File: src/rtl/msx_audio_mixer_pkg.sv
// Shared types and constants for the MSX audio mixer.
// Latency: n/a (types, constants and a width helper only).
// Backpressure: n/a.
package msx_audio_pkg;

  typedef enum logic [2:0] {
    IDLE,
    ACCUM,
    SYS,
    LIMIT,
    OUT
  } mixer_state_t;

  typedef enum logic {
    MIX_CLIP,
    MIX_COMPRESS
  } mix_mode_t;

  localparam int KEYBEEP_LEVEL = 512;
  localparam int TAPE_LEVEL    = 256;
  localparam int UNITY_GAIN    = 8;

  // Accumulator width: the product of one channel, plus enough growth bits for
  // CHANNELS terms and the keybeep/tape offsets, plus a sign bit. Overflow is
  // impossible by construction.
  function automatic int mix_acc_width(input int channels, input int in_w, input int gain_w);
    return in_w + gain_w + $clog2(channels + 1) + 1;
  endfunction

endpackage

File: src/rtl/msx_audio_mixer_if.sv
// Sample-side bus of the audio mixer: channel inputs and controls in, mixed sample and status out.
// Latency: n/a (wires only).
// Backpressure: none; the mixer ignores ce_sample while busy and reports it on overrun.
// master: sample source / host side.  slave: msx_audio_mixer.
interface msx_audio_mixer_if #(
  parameter int CHANNELS = 4,
  parameter int IN_W     = 16,
  parameter int GAIN_W   = 4,
  parameter int OUT_W    = 16
);

  logic                         ce_sample;
  logic [CHANNELS*IN_W-1:0]     ch_in;
  logic [CHANNELS*GAIN_W-1:0]   ch_gain;
  logic [CHANNELS-1:0]          ch_mute;
  logic                         keybeep;
  logic                         tape_click;
  logic                         mode;
  logic                         clip_clr;
  logic signed [OUT_W-1:0]      audio_out;
  logic                         audio_valid;
  logic                         busy;
  logic                         clip_flag;
  logic                         overrun;

  modport master (
    output ce_sample, ch_in, ch_gain, ch_mute, keybeep, tape_click, mode, clip_clr,
    input  audio_out, audio_valid, busy, clip_flag, overrun
  );

  modport slave (
    input  ce_sample, ch_in, ch_gain, ch_mute, keybeep, tape_click, mode, clip_clr,
    output audio_out, audio_valid, busy, clip_flag, overrun
  );

endinterface

File: src/rtl/msx_audio_limiter.sv
// Output limiter: hard clamp (MIX_CLIP) or 4:1 soft knee above |x|=KNEE then clamp (MIX_COMPRESS).
// Latency: combinational.
// Backpressure: none.
// Ports: value_in (signed ACC_W), mode; limited_out (signed OUT_W), changed (limited != value_in).
module msx_audio_limiter
  import msx_audio_pkg::*;
#(
  parameter int ACC_W = 24,
  parameter int OUT_W = 16
) (
  input  logic signed [ACC_W-1:0] value_in,
  input  mix_mode_t               mode,
  output logic signed [OUT_W-1:0] limited_out,
  output logic                    changed
);

  localparam logic signed [ACC_W-1:0] MAXP = ACC_W'((64'sd1 <<< (OUT_W - 1)) - 64'sd1);
  localparam logic signed [ACC_W-1:0] MINN = ~MAXP;
  localparam logic        [ACC_W-1:0] KNEE = ACC_W'(64'd1 << (OUT_W - 2));

  logic                    neg;
  logic [ACC_W-1:0]        mag;
  logic [ACC_W-1:0]        comp_mag;
  logic signed [ACC_W-1:0] comp_val;
  logic signed [ACC_W-1:0] pre_clamp;
  logic signed [ACC_W-1:0] clamped;

  always_comb begin
    neg = value_in[ACC_W-1];
    // Compress on the magnitude so +x and -x map to mirror-image results.
    mag = neg ? (~value_in + ACC_W'(1)) : value_in;
    if (mag <= KNEE) begin
      comp_mag = mag;
    end else begin
      comp_mag = KNEE + ((mag - KNEE) >> 2);
    end
    comp_val = neg ? -$signed(comp_mag) : $signed(comp_mag);

    pre_clamp = (mode == MIX_COMPRESS) ? comp_val : value_in;

    if (pre_clamp > MAXP) begin
      clamped = MAXP;
    end else if (pre_clamp < MINN) begin
      clamped = MINN;
    end else begin
      clamped = pre_clamp;
    end

    limited_out = clamped[OUT_W-1:0];
    changed     = (clamped != value_in);
  end

endmodule

File: src/rtl/msx_audio_mixer.sv
// Sequential audio mixer: CHANNELS gain/mute-scaled sources plus keybeep/tape click, then limiter.
// Latency: audio_valid pulses in the CHANNELS+3'th clk after the clk carrying the accepted ce_sample.
// Backpressure: none; ce_sample while a mix is running is dropped and latched on sticky overrun.
// Ports: clk, reset (sync, active high), bus (slave modport: samples/gains/mutes/controls in;
//        audio_out, audio_valid, busy, clip_flag, overrun out).
module msx_audio_mixer
  import msx_audio_pkg::*;
#(
  parameter int CHANNELS = 4,
  parameter int IN_W     = 16,
  parameter int GAIN_W   = 4,
  parameter int OUT_W    = 16
) (
  input  logic               clk,
  input  logic               reset,
  msx_audio_mixer_if.slave   bus
);

  localparam int ACC_W  = mix_acc_width(CHANNELS, IN_W, GAIN_W);
  localparam int PROD_W = IN_W + GAIN_W + 1;
  localparam int IDX_W  = (CHANNELS > 1) ? $clog2(CHANNELS) : 1;
  localparam logic [IDX_W-1:0] LAST_IDX = IDX_W'(CHANNELS - 1);

  mixer_state_t            state_q, state_d;
  logic [IDX_W-1:0]        idx_q, idx_d;
  logic signed [ACC_W-1:0] acc_q, acc_d;

  // Inputs captured at acceptance so the sources may change mid-mix.
  logic signed [IN_W-1:0]  in_snap_q   [CHANNELS];
  logic signed [IN_W-1:0]  in_snap_d   [CHANNELS];
  logic [GAIN_W-1:0]       gain_snap_q [CHANNELS];
  logic [GAIN_W-1:0]       gain_snap_d [CHANNELS];
  logic [CHANNELS-1:0]     mute_snap_q, mute_snap_d;
  logic                    keybeep_q, keybeep_d;
  logic                    tape_q, tape_d;
  mix_mode_t               mode_q, mode_d;

  logic signed [OUT_W-1:0] audio_out_q, audio_out_d;
  logic                    valid_q, valid_d;
  logic                    busy_q, busy_d;
  logic                    clip_q, clip_d;
  logic                    overrun_q, overrun_d;

  // Shared multiplier datapath, fed by the channel index.
  logic signed [IN_W-1:0]  sel_in;
  logic [GAIN_W-1:0]       sel_gain;
  logic                    sel_mute;
  logic signed [PROD_W-1:0] prod;
  logic signed [ACC_W-1:0] term;
  logic signed [ACC_W-1:0] sys_add;

  logic signed [OUT_W-1:0] lim_val;
  logic                    lim_chg;
  logic                    clip_set;
  logic                    overrun_set;

  msx_audio_limiter #(
    .ACC_W (ACC_W),
    .OUT_W (OUT_W)
  ) u_limiter (
    .value_in    (acc_q),
    .mode        (mode_q),
    .limited_out (lim_val),
    .changed     (lim_chg)
  );

  always_comb begin
    sel_in   = in_snap_q[idx_q];
    sel_gain = gain_snap_q[idx_q];
    sel_mute = mute_snap_q[idx_q];
    // Gain is unsigned; the zero-extended signed operand keeps the multiply signed.
    prod     = PROD_W'(sel_in) * PROD_W'($signed({1'b0, sel_gain}));
    // Arithmetic shift: divide by 8, rounding toward minus infinity.
    term     = sel_mute ? '0 : ACC_W'(prod >>> 3);
    sys_add  = (keybeep_q ? ACC_W'(KEYBEEP_LEVEL) : '0) + (tape_q ? ACC_W'(TAPE_LEVEL) : '0);
  end

  always_comb begin
    state_d     = state_q;
    idx_d       = idx_q;
    acc_d       = acc_q;
    in_snap_d   = in_snap_q;
    gain_snap_d = gain_snap_q;
    mute_snap_d = mute_snap_q;
    keybeep_d   = keybeep_q;
    tape_d      = tape_q;
    mode_d      = mode_q;
    audio_out_d = audio_out_q;
    valid_d     = 1'b0;
    clip_set    = 1'b0;

    case (state_q)
      IDLE: begin
        if (bus.ce_sample) begin
          state_d = ACCUM;
          idx_d   = '0;
          acc_d   = '0;
          for (int i = 0; i < CHANNELS; i++) begin
            in_snap_d[i]   = bus.ch_in[i*IN_W +: IN_W];
            gain_snap_d[i] = bus.ch_gain[i*GAIN_W +: GAIN_W];
          end
          mute_snap_d = bus.ch_mute;
          keybeep_d   = bus.keybeep;
          tape_d      = bus.tape_click;
          mode_d      = mix_mode_t'(bus.mode);
        end
      end
      ACCUM: begin
        acc_d = acc_q + term;
        if (idx_q == LAST_IDX) begin
          state_d = SYS;
        end else begin
          idx_d = idx_q + IDX_W'(1);
        end
      end
      SYS: begin
        acc_d   = acc_q + sys_add;
        state_d = LIMIT;
      end
      LIMIT: begin
        audio_out_d = lim_val;
        valid_d     = 1'b1;
        clip_set    = lim_chg;
        state_d     = OUT;
      end
      OUT: begin
        state_d = IDLE;
      end
      default: begin
        state_d = IDLE;
      end
    endcase

    // Any strobe outside IDLE is dropped, including during the OUT clk.
    overrun_set = bus.ce_sample && (state_q != IDLE);

    // Registered busy rises one clk after acceptance and falls with the OUT clk.
    busy_d = (state_q != IDLE) && (state_d != IDLE);

    // A set event beats a simultaneous clear.
    clip_d    = clip_set    | (clip_q    & ~bus.clip_clr);
    overrun_d = overrun_set | (overrun_q & ~bus.clip_clr);
  end

  always_ff @(posedge clk) begin
    if (reset) begin
      state_q     <= IDLE;
      idx_q       <= '0;
      acc_q       <= '0;
      in_snap_q   <= '{default: '0};
      gain_snap_q <= '{default: '0};
      mute_snap_q <= '0;
      keybeep_q   <= 1'b0;
      tape_q      <= 1'b0;
      mode_q      <= MIX_CLIP;
      audio_out_q <= '0;
      valid_q     <= 1'b0;
      busy_q      <= 1'b0;
      clip_q      <= 1'b0;
      overrun_q   <= 1'b0;
    end else begin
      state_q     <= state_d;
      idx_q       <= idx_d;
      acc_q       <= acc_d;
      in_snap_q   <= in_snap_d;
      gain_snap_q <= gain_snap_d;
      mute_snap_q <= mute_snap_d;
      keybeep_q   <= keybeep_d;
      tape_q      <= tape_d;
      mode_q      <= mode_d;
      audio_out_q <= audio_out_d;
      valid_q     <= valid_d;
      busy_q      <= busy_d;
      clip_q      <= clip_d;
      overrun_q   <= overrun_d;
    end
  end

  assign bus.audio_out   = audio_out_q;
  assign bus.audio_valid = valid_q;
  assign bus.busy        = busy_q;
  assign bus.clip_flag   = clip_q;
  assign bus.overrun     = overrun_q;

endmodule

File: src/flat_wrapper.sv
// flat-port wrapper written by rule: the top's interface ports become plain ports
module msx_audio_mixer_flat import msx_audio_pkg::*;
#(
  parameter int CHANNELS = 4,
  parameter int IN_W     = 16,
  parameter int GAIN_W   = 4,
  parameter int OUT_W    = 16
)
  (clk, reset, bus_ce_sample, bus_ch_in, bus_ch_gain, bus_ch_mute, bus_keybeep, bus_tape_click, bus_mode, bus_clip_clr, bus_audio_out, bus_audio_valid, bus_busy, bus_clip_flag, bus_overrun);
  msx_audio_mixer_if #(.CHANNELS(CHANNELS), .IN_W(IN_W), .GAIN_W(GAIN_W), .OUT_W(OUT_W)) bus_i ();
  input  logic clk;
  input  logic reset;
  input wire logic [$bits(bus_i.ce_sample)-1:0] bus_ce_sample;
  input wire logic [$bits(bus_i.ch_in)-1:0] bus_ch_in;
  input wire logic [$bits(bus_i.ch_gain)-1:0] bus_ch_gain;
  input wire logic [$bits(bus_i.ch_mute)-1:0] bus_ch_mute;
  input wire logic [$bits(bus_i.keybeep)-1:0] bus_keybeep;
  input wire logic [$bits(bus_i.tape_click)-1:0] bus_tape_click;
  input wire logic [$bits(bus_i.mode)-1:0] bus_mode;
  input wire logic [$bits(bus_i.clip_clr)-1:0] bus_clip_clr;
  output wire logic [$bits(bus_i.audio_out)-1:0] bus_audio_out;
  output wire logic [$bits(bus_i.audio_valid)-1:0] bus_audio_valid;
  output wire logic [$bits(bus_i.busy)-1:0] bus_busy;
  output wire logic [$bits(bus_i.clip_flag)-1:0] bus_clip_flag;
  output wire logic [$bits(bus_i.overrun)-1:0] bus_overrun;
  assign bus_i.ce_sample = bus_ce_sample;
  assign bus_i.ch_in = bus_ch_in;
  assign bus_i.ch_gain = bus_ch_gain;
  assign bus_i.ch_mute = bus_ch_mute;
  assign bus_i.keybeep = bus_keybeep;
  assign bus_i.tape_click = bus_tape_click;
  assign bus_i.mode = bus_mode;
  assign bus_i.clip_clr = bus_clip_clr;
  assign bus_audio_out = bus_i.audio_out;
  assign bus_audio_valid = bus_i.audio_valid;
  assign bus_busy = bus_i.busy;
  assign bus_clip_flag = bus_i.clip_flag;
  assign bus_overrun = bus_i.overrun;
  msx_audio_mixer #(.CHANNELS(CHANNELS), .IN_W(IN_W), .GAIN_W(GAIN_W), .OUT_W(OUT_W)) u_core (.clk(clk), .reset(reset), .bus(bus_i));
endmodule
File: config.mk
export PLATFORM = sky130hd
export DESIGN_NAME = msx_audio_mixer_flat
export DESIGN_NICKNAME = d
export VERILOG_FILES = /design/src/rtl/msx_audio_mixer_pkg.sv /design/src/rtl/msx_audio_mixer_if.sv /design/src/rtl/msx_audio_limiter.sv /design/src/rtl/msx_audio_mixer.sv /design/src/flat_wrapper.sv
export SDC_FILE = /design/constraint.sdc
export NUM_CORES = 1
export LEC_CHECK = 0
export ABC_AREA = 1
export ABC_CLOCK_PERIOD_IN_PS = 6600
export CAP_MARGIN = 20
export CORE_MARGIN = 2
export CORE_UTILIZATION = 55
export CTS_BUF_LIST = sky130_fd_sc_hd__clkbuf_8
export DETAILED_ROUTE_END_ITERATION = 7
export PLACE_DENSITY = 0.8
export SLEW_MARGIN = 5
export SYNTH_ARGS = -nofsm -noshare
export SYNTH_HDL_FRONTEND = slang
export SYNTH_SLANG_ARGS = --single-unit
File: constraint.sdc
create_clock -name clk -period 6.6 [get_ports clk]
set_clock_uncertainty 0.2 [all_clocks]
set_input_delay 1.32 -clock clk [delete_from_list [all_inputs] [get_ports clk]]
set_output_delay 1.32 -clock clk [all_outputs]
set_load 0.005 [all_outputs]
==> impl_metrics.json <==
{
  "grt_max_degree": 94,
  "wire_per_inst_um": 14.63,
  "firstDrtPassIters": 8,
  "relSlewSlack_pct": 33.84,
  "netlist_area_um2": 12090,
  "syn_avg_cell_area_um2": 6.084,
  "combPwrFrac_pct": 64.1,
  "grt_pass1_vias": 12590,
  "required_ns": 6.71,
  "drive_gt1_share_pct": 15.22,
  "min_period_over_period_pct": 102.6,
  "path_common_cell": "nor2_1",
  "place_congestion": 0.8972,
  "clk_latency_ns": 0.45,
  "crit_arrival_ns": 6.88,
  "antenna_cells": 0,
  "synth_edf_count": 0,
  "rows": 54,
  "hold_buffers": 0,
  "async_flop_share_pct": 0,
  "rsz0062_at_grt": "true",
  "drtIter0Drc": 937,
  "grt-ovfl-total": 0,
  "dp_hpwl_um": 26690,
  "coreArea_um2": 21690,
  "yosysWarnings": 0,
  "p_int_uw": 2287,
  "antenna_found_initial": 0,
  "critPathSlowestCell": "fa_1",
  "r2r_cells": 44,
  "fin_util_pct": 69.30,
  "max-clock-path-buffers": 2,
  "num_vias": 13301,
  "maxCapViolations": 0,
  "violations": "setup timing",
  "area_growth_pct": 24.32,
  "finalCriticalPeriod_ns": 6.773,
  "start_util_pct": 55.74,
  "ir_worst_vdd_mv": 0.2015,
  "hold_depth": 2,
  "multi_input_area_um2": 8357,
  "hp-class": "flop to flop",
  "p_per_area_nw_per_um2": 305.1,
  "fin_ws_ns": -0.1732,
  "via_per_inst": 5.433,
  "syn_inst": 1987,
  "slew_violations": 0,
  "status": "complete, but fails checks",
  "setup_viol": 4,
  "p_switching_uw": 2299,
  "cts_tree": "done",
  "cp_max_fo": 8,
  "fill_cells": 1794,
  "ys.flop_type": "dfxtp_1",
  "max_freq_mhz": 147.6,
  "final_area_um2": 15030,
  "post_dp_cell_area_um2": 13960,
  "io_buffers": 110,
  "grt_pass1_wl_um": 56720,
  "wirelength_um": 35810,
  "numCtsBuffers": 17,
  "switching_share_pct": 50.13,
  "nets": 2351,
  "synth_top_area_share_pct": 22.52,
  "worst_path_largest_cell_delay_ns": 0.55,
  "dieArea_um2": 23180,
  "seqPwrFrac_pct": 20.8,
  "worstSetupEndpointType": "flop",
  "p_leak_uw": 0.007184,
  "grt_use_total_pct": 28.86,
  "pwr-share-clk_pct": 15.1,
  "synth_top_area_cell": "dfxtp_1",
  "path_class": "flop to flop",
  "ctsRootBufferMaster": "clkbuf_8",
  "synth_fp_nets": 2183,
  "seq_area_frac_synth_pct": 22.52,
  "yosysUniqueCellTypes": 50,
  "antenna_left": 0,
  "post-route-drc-count": 0,
  "register_area_um2": 2739,
  "clk_pin_slew_ns": 0.09,
  "ys_ff_latch": 136,
  "clkSinkCount": 136,
  "tightest_slew_ns": 0.9910,
  "finalHoldViolCount": 0,
  "pin_count": 111,
  "die_x_um": 152.3,
  "die_h_um": 152.3,
  "synth_area_leaders": "dfxtp_1, nand2_1, nor2_1",
  "fin_setup_tns_ns": -0.4594,
  "startpoint_type": "flop",
  "htreeDepth": 4,
  "yosys-top-cells-count": "nand2_1, nor2_1, inv_1",
  "synth.most_common_cell": "nand2_1"
}
## path summary, 6_finish.rpt
kind                            slack (ns)                     to                  start
worst min register to register        0.26  u_core.gain_snap_q[4]  u_core.gain_snap_q[4]
worst max-delay path                 -0.17       u_core.acc_q[22]        u_core.idx_q[0]
worst min-delay path                  0.26  u_core.gain_snap_q[4]  u_core.gain_snap_q[4]
worst max register to register       -0.17       u_core.acc_q[22]        u_core.idx_q[0]
## stage by stage
step	setup WS, ns	power (uW)	instances	hold WS (ns)
after floorplan	0.0008544	2999	1987	0.2244
after CTS	0.004853	4410	2430	0.2562
after global routing	-0.5541	4983	2448	0.2916
after global placement	0.06353	3637	2397	0.2404
after detailed placement	-0.2082	3711	2397	0.2425
final	-0.1732	4586	2448	0.2566
## cell usage in the layout, fill, tap and decap left out, drive strengths merged, types with 2 or more instances in the layout
cell type	n
o211ai	7
inv	292
nand2	426
nand4	11
o221ai	3
fa	35
xor2	13
nor4	4
clkbuf	18
a31oi	19
a32oi	14
nand3b	2
nor2	370
a21oi	134
ha	70
or2	6
nor3	5
buf	120
clkinv	4
o21bai	3
o21ai	213
nand3	130
xnor2	3
clkdlybuf4s50	110
o22ai	3
and2	2
dfxtp	136
clkinvlp	5
## logic make-up after synthesis
| family | Yosys count | share of synthesized area (%) |
|---|---|---|
| AND/OR/NAND/NOR | 957 | 33.01 |
| AO/OA/AOI/OAI | 404 | 18.17 |
| buffers and inverters | 369 | 12.04 |
| flip-flops | 136 | 22.52 |
| adder cells (fa/ha/maj) | 105 | 13.04 |
| XOR/XNOR | 16 | 1.221 |
## sequential cells by signal, summed over array words and instances (netlist names)
name	flops
u_core.acc_q	24
u_core.mute_snap_q	4
u_core.bus.clip_flag	1
u_core.mode_q	1
u_core.tape_q	1
u_core.bus.overrun	1
u_core.bus.busy	1
u_core.gain_snap_q	16
u_core.idx_q	2
u_core.bus.audio_out	16
u_core.in_snap_q	64
u_core.keybeep_q	1
u_core.state_q	3
u_core.bus.audio_valid	1
## area by class of cell
type | instances | area share, %
clock inverters | 15 | 0.9574
repair buffers | 231 | 14.04
multi-input cells | 1482 | 55.60
well taps | 280 | 2.331
clock buffers | 17 | 1.557
inverters | 287 | 7.293
flip-flops and latches | 136 | 18.22
## routing by layer
metal	global-route usage [%]	vias up	wire, um
li1	-	6715	-
met1	35.28	6059	15180
met2	51.57	422	17600
met3	3.441	105	1613
met4	11.75	0	1413
met5	0	-	0
## power groups by stage
stage | Clock (uW) | Combinational (uW) | Sequential [uW]
after floorplan | 0 | 2060 | 939
after global placement | 0 | 2670 | 963
after detailed placement | 0 | 2750 | 965
after CTS | 694 | 2770 | 946
after global routing | 735 | 3290 | 960
final | 694 | 2940 | 954
## what timing repair did
action	4_1_cts	5_1_grt
setup buffers	1	18
pin swaps	4	45
setup endpoints to repair	5	10
gates resized for setup	21	140
gates cloned	0	1
## worst max-delay path, delay by kind of cell, from the launching register on
family / cells / cell delay [ns]
fa+ha+maj: 5 / 1.92
compound gates: 14 / 1.84
simple gates: 18 / 1.60
buf+inv: 7 / 0.68
flops: 1 / 0.41
No activity file was read; power rests on OpenSTA's default activity.
